File: config.mk
export PLATFORM = sky130hd
export DESIGN_NAME = regfile_dump_flat
export DESIGN_NICKNAME = d
export VERILOG_FILES = /design/src/rtl/regfile_dump_if.sv /design/src/rtl/regfile_dump.sv /design/src/flat_wrapper.sv
export SDC_FILE = /design/constraint.sdc
export NUM_CORES = 1
export LEC_CHECK = 0
export CAP_MARGIN = 10
export CORE_UTILIZATION = 45
export DETAILED_ROUTE_END_ITERATION = 10
export PLACE_DENSITY = 0.81
export SETUP_SLACK_MARGIN = 0.15
export SYNTH_ARGS = -nofsm -noshare
export SYNTH_HDL_FRONTEND = slang
export SYNTH_SLANG_ARGS = --single-unit
export TNS_END_PERCENT = 30
File: constraint.sdc
create_clock -name clk -period 2.8 [get_ports clk]
set_clock_uncertainty 0.15 [all_clocks]
set_input_delay 0.56 -clock clk [delete_from_list [all_inputs] [get_ports clk]]
set_output_delay 0.56 -clock clk [all_outputs]
set_load 0.05 [all_outputs]
File: src/rtl/regfile_dump_if.sv
// Signal bundle between regfile_dump, the regfile read port 1 (ra1/rd1) and the dump consumer.
// master = the dump engine, slave = regfile/consumer side.
interface regfile_dump_if #(
    parameter int DW = 32,
    parameter int AW = 5
);
    logic          start;
    logic [AW-1:0] ra;
    logic [DW-1:0] rd;
    logic [DW-1:0] out_data;
    logic [AW-1:0] out_addr;
    logic          out_valid;
    logic          out_ready;
    logic          out_last;
    logic          busy;
    logic          done;

    modport master (
        input  start, rd, out_ready,
        output ra, out_data, out_addr, out_valid, out_last, busy, done
    );

    modport slave (
        output start, rd, out_ready,
        input  ra, out_data, out_addr, out_valid, out_last, busy, done
    );
endinterface

File: src/rtl/regfile_dump.sv
// regfile_dump: sweeps registers FIRST_REG..LAST_REG over regfile read port 1 and streams them out.
// Optional macro REGDUMP_CHECKSUM_EN adds a modulo-2**DW running sum of the words accepted in a sweep.
module regfile_dump #(
    parameter int DW        = 32,
    parameter int AW        = 5,
    parameter int FIRST_REG = 0,
    parameter int LAST_REG  = 31
) (
    input  logic           clk,
    input  logic           reset,
`ifdef REGDUMP_CHECKSUM_EN
    output logic [DW-1:0]  checksum,
`endif
    regfile_dump_if.master bus
);
    typedef enum logic [1:0] {IDLE, READ, SEND, DONE} state_t;

    localparam logic [AW-1:0] FIRST_A = AW'(FIRST_REG);
    localparam logic [AW-1:0] LAST_A  = AW'(LAST_REG);

    state_t        state, state_nxt;
    logic [AW-1:0] addr;
    logic [DW-1:0] data_p1;
    logic [AW-1:0] idx_p1;
    logic          last_p1;
    logic          vld_p1;
    logic          accept;

    assign accept = (state == SEND) && bus.out_ready;

    always_ff @(posedge clk or posedge reset) begin
        if (reset) state <= IDLE;
        else       state <= state_nxt;
    end

    always_comb begin
        state_nxt = state;
        case (state)
            IDLE:    if (bus.start) state_nxt = READ;
            READ:    state_nxt = SEND;
            SEND:    if (bus.out_ready) state_nxt = last_p1 ? DONE : READ;
            DONE:    state_nxt = IDLE;
            default: state_nxt = IDLE;
        endcase
    end

    // Capture stage: rd is sampled on the edge leaving READ, so a write landing on that edge is not seen.
    always_ff @(posedge clk or posedge reset) begin
        if (reset) begin
            addr    <= '0;
            data_p1 <= '0;
            idx_p1  <= '0;
            last_p1 <= 1'b0;
            vld_p1  <= 1'b0;
        end else begin
            case (state)
                IDLE: if (bus.start) addr <= FIRST_A;
                READ: begin
                    data_p1 <= bus.rd;
                    idx_p1  <= addr;
                    last_p1 <= (addr == LAST_A);
                    vld_p1  <= 1'b1;
                end
                SEND: if (bus.out_ready) begin
                    vld_p1 <= 1'b0;
                    if (last_p1) last_p1 <= 1'b0;
                    else         addr    <= addr + AW'(1);
                end
                default: ;
            endcase
        end
    end

    assign bus.ra        = addr;
    assign bus.out_data  = data_p1;
    assign bus.out_addr  = idx_p1;
    assign bus.out_valid = vld_p1;
    assign bus.out_last  = last_p1;
    assign bus.busy      = (state == READ) || (state == SEND);
    assign bus.done      = (state == DONE);

`ifdef REGDUMP_CHECKSUM_EN
    logic [DW-1:0] sum_q;

    function automatic logic [DW-1:0] sum_wrap(input logic [DW-1:0] a, input logic [DW-1:0] b);
        return a + b;
    endfunction

    always_ff @(posedge clk or posedge reset) begin
        if (reset)                          sum_q <= '0;
        else if (state == IDLE && bus.start) sum_q <= '0;
        else if (accept)                    sum_q <= sum_wrap(sum_q, data_p1);
    end

    assign checksum = sum_q;
`endif
endmodule

File: src/flat_wrapper.sv
// flat-port wrapper written by rule: the top's interface ports become plain ports
module regfile_dump_flat 
#(
    parameter int DW        = 32,
    parameter int AW        = 5,
    parameter int FIRST_REG = 0,
    parameter int LAST_REG  = 31
)
  (clk, reset, bus_start, bus_rd, bus_out_ready, bus_ra, bus_out_data, bus_out_addr, bus_out_valid, bus_out_last, bus_busy, bus_done);
  regfile_dump_if #(.DW(DW), .AW(AW)) bus_i ();
  input  logic clk;
  input  logic reset;
  input wire logic [$bits(bus_i.start)-1:0] bus_start;
  input wire logic [$bits(bus_i.rd)-1:0] bus_rd;
  input wire logic [$bits(bus_i.out_ready)-1:0] bus_out_ready;
  output wire logic [$bits(bus_i.ra)-1:0] bus_ra;
  output wire logic [$bits(bus_i.out_data)-1:0] bus_out_data;
  output wire logic [$bits(bus_i.out_addr)-1:0] bus_out_addr;
  output wire logic [$bits(bus_i.out_valid)-1:0] bus_out_valid;
  output wire logic [$bits(bus_i.out_last)-1:0] bus_out_last;
  output wire logic [$bits(bus_i.busy)-1:0] bus_busy;
  output wire logic [$bits(bus_i.done)-1:0] bus_done;
  assign bus_i.start = bus_start;
  assign bus_i.rd = bus_rd;
  assign bus_i.out_ready = bus_out_ready;
  assign bus_ra = bus_i.ra;
  assign bus_out_data = bus_i.out_data;
  assign bus_out_addr = bus_i.out_addr;
  assign bus_out_valid = bus_i.out_valid;
  assign bus_out_last = bus_i.out_last;
  assign bus_busy = bus_i.busy;
  assign bus_done = bus_i.done;
  regfile_dump #(.DW(DW), .AW(AW), .FIRST_REG(FIRST_REG), .LAST_REG(LAST_REG)) u_core (.clk(clk), .reset(reset), .bus(bus_i));
endmodule
==> metrics.md <==
| Metric | Value |
|---|---|
| Largest net degree at the start of global routing | `47` |
| FF+latch count, synth | `46` |
| Met2 wire len | `2170 um` |
| Die Y | `67.8 um` |
| Clock sinks | `46` |
| Most common cell after layout, fill and taps aside | `clkdlybuf4s50_1` |
| Area share of xor/xnor cells in the synthesized design | `0%` |
| Synth warn | `0` |
| Total GRT Usage | `19.5%` |
| Largest family of logic cells by synthesized area | `multiplexers` |
| Mux contribution to synthesized area | `25.2%` |
| Final Hold Viols | `0` |
| Fmax | `421 MHz` |
| Clock buffer depth | `2` |
| Syn avg cell area | `roughly 14 um^2` |
| Routed vias | `1,328` |
| PD cells | `between 1000 and 1500 nW/um^2` |
| Crit path depth | `2` |
| I/O pin cnt | `between 80 and 90` |
| Initial DRC count | `51` |
| Headroom to the max-slew limit | `37.8%` |
| Arr. time, crit path | `1660 ps` |
| CP top delay family | `buffers and inverters` |
| Final min period | `around 2400 ps` |
| Crit path buf inv count | `1` |
| Detailed Route WL | `4170 um` |
| Placed cell areas | `2800 um^2` |
| R2R Path End | `u_core.bus.ra[0]` |
| Syn-to-layout area delta | `47.7%` |
| Most frequent cells in the layout | `80 x clkdlybuf4s50_1, 46 x dfrtp_1, 37 x mux2_2` |
| Rows | `23` |
| Post-synthesis sequential area ratio | `between 50% and 60%` |
| CP max FO | `5` |
| Ant. Diodes | `0` |
| Cells after synthesis | `135` |
| Die width | `just under 70 um` |
| Synth Area in Compound Gates | `3.40%` |
| Dpl hpwl | `~3000 um` |
| Vias in the first global route | `around 1,400` |
| FF-to-FF setup slack | `690 ps` |
| CTS tree | `yes` |
| Max incr delay on CP | `~790 ps` |
| CP max stage cell | `clkdlybuf4s50_1` |
| Layout cell share with drive strength beyond 1 | `21.0%` |
| Metal-1 WL | `around 1700 um` |
| Max Slew Vio Count | `0` |
| Critical Path End | `bus_done` |
| Routed vias/inst | `4.94` |
| GRT overflow | `0` |
| Core ar. | `4090 um^2` |
| VDD IR-drop max | `0.000615 V` |
| Count of different cell masters after synthesis | `22` |
| Post-synthesis simple-gate area fraction | `under 10%` |
| Setup TNS | `0 ps` |
| Tightest Pin Transition | `932 ps` |
| Initial antenna violation count | `0` |
| DRT antenna net count | `0` |
| PostCTS Resize Cnt | `0` |
| Clock-pin transition on the worst setup and hold timing paths | `80 ps` |
| Worst skew pair latency | `290 ps` |
| CTS Buf Count | `5` |
| Adder-cell share of the synthesized area | `5.14%` |
| Status | `completed` |
| Postcts setup bufs | `0` |
| Placer Congestion | `0.781` |
| Drc violations | `0` |
| First-pass GRT wire length | `6500 um` |
| Cell chosen for the clock root | `clkbuf_8` |
| Post-Syn Area | `1950 um^2` |
| Final Instance Area | `2880 um^2` |
| Reg2reg path depth | `5` |
| Final worst-path cycle share | `84.7%` |
| Setup crit start | `u_core.state[1]` |
| Die Area | `4600 um^2` |
| # port buffers | `81` |
| WS Path Type | `register to primary output` |
| Routed length on met3 | `roughly 240 um` |
| Final setup violation count | `0` |
| Crit-path cells | `ha_1, clkdlybuf4s50_1` |
| Max Cap Violations | `0` |
| Worst Path Required | `2090 ps` |
| Fillers | `286` |
| Post-CTS Hold Fix Bufs | `0` |
| Pre-antenna DRT Iters | `4` |
| Per-cell routed wire length | `15.5 um` |
| Final nets | `263` |
| Pleak | `0.00124 uW` |
| RSZ-0062 raised after global routing | `false` |
| Crit. End Element | `primary output` |
| Startpoint Class | `register` |
| Worst min path class | `register to register` |
| Top Layer Used | `met4` |
| Worst reg2reg path startpoint | `u_core.state[0]` |
| Initial core utilization | `47.7%` |
| Syn_nets | `179` |
| # H-tree levels | `2` |
-- cell families after synthesis --
| group | Yosys count |
|---|---|
| buffers and inverters | 12 |
| adders and majority gates | 8 |
| AOI/OAI and AO/OA | 9 |
| and+or+nand+nor | 16 |
| DFF | 46 |
| muxes | 44 |
-- worst min-delay path by stage --
stage	start	end	slack (ps)	depth (start not counted)
after CTS	u_core.bus.out_valid	u_core.bus.out_valid	360	2
final	u_core.bus.out_valid	u_core.bus.out_valid	350	2
after detailed placement	u_core.bus.out_valid	u_core.bus.out_valid	330	2
after global placement	u_core.bus.out_valid	u_core.bus.out_valid	320	2
after floorplan	u_core.state[0]	u_core.state[0]	380	1
after global routing	u_core.bus.out_data[20]	u_core.bus.out_data[20]	370	1
-- per-stage QoR --
stage          worst slack [ps]  util [%]  std cells  hold WS [ps]  total power [uW]
3_5_place_dp                501      68.5        262           334              3580
3_3_place_gp                544      68.5        262           324              3500
4_1_cts                     173      70.4        269           356              3960
6_report                    427      70.4        269           345              3910
2_1_floorplan              1000         -        135           378              2820
5_1_grt                     355      70.4        269           375              4130
-- sequential cells by signal, summed over array words and instances (netlist names) --
register / flops
u_core.state: 2
u_core.bus.out_data: 32
u_core.bus.out_valid: 1
u_core.bus.out_addr: 5
u_core.bus.out_last: 1
u_core.bus.ra: 5
-- per-layer routing --
metal	global-route usage (%)	up-vias
met3	3.89	7
met1	23.2	640
met2	33.8	49
met5	0	-
met4	8.59	0
li1	-	632
-- cell type report --
cell class | count | area, um^2 | share of cell area (%)
Sequential cell | 46 | 1150 | 40.0
Tap cell | 50 | 62.6 | 2.17
Inverter | 7 | 26.3 | 0.913
Multi-Input combinational cell | 77 | 741 | 25.7
Clock buffer | 7 | 76.3 | 2.65
Timing Repair Buffer | 82 | 821 | 28.5
-- worst min-delay path, cell delays in order, from the launching register on --
cell,delay (ps)
dfrtp_1,350
nand2_1,50
o21ai_0,60
-- Yosys cell counts (all sizes together) --
cell type / n / area, um^2
nor2b: 2 / 12.5
mux2i: 6 / 60.1
dfrtp: 46 / 1150
nand2: 6 / 22.5
a221oi: 1 / 8.76
nand3b: 1 / 7.51
buf: 5 / 30.0
a21oi: 2 / 13.8
o32a: 1 / 10.0
a211oi: 2 / 15.0
o21ai: 2 / 10.0
nand2b: 4 / 25.0
mux2: 38 / 432
nand3: 1 / 5.00
ha: 8 / 100
nor2: 1 / 3.75
inv: 7 / 26.3
o2bb2ai: 1 / 8.76
and3: 1 / 6.26
-- power by group --
group          internal (uW)  switching (uW)  total (uW)  leakage [uW]
Clock                    172             199         371     0.0000383
Sequential               953             157        1110      0.000563
Combinational            933            1500        2430      0.000636
No activity file was read; power rests on OpenSTA's default activity.
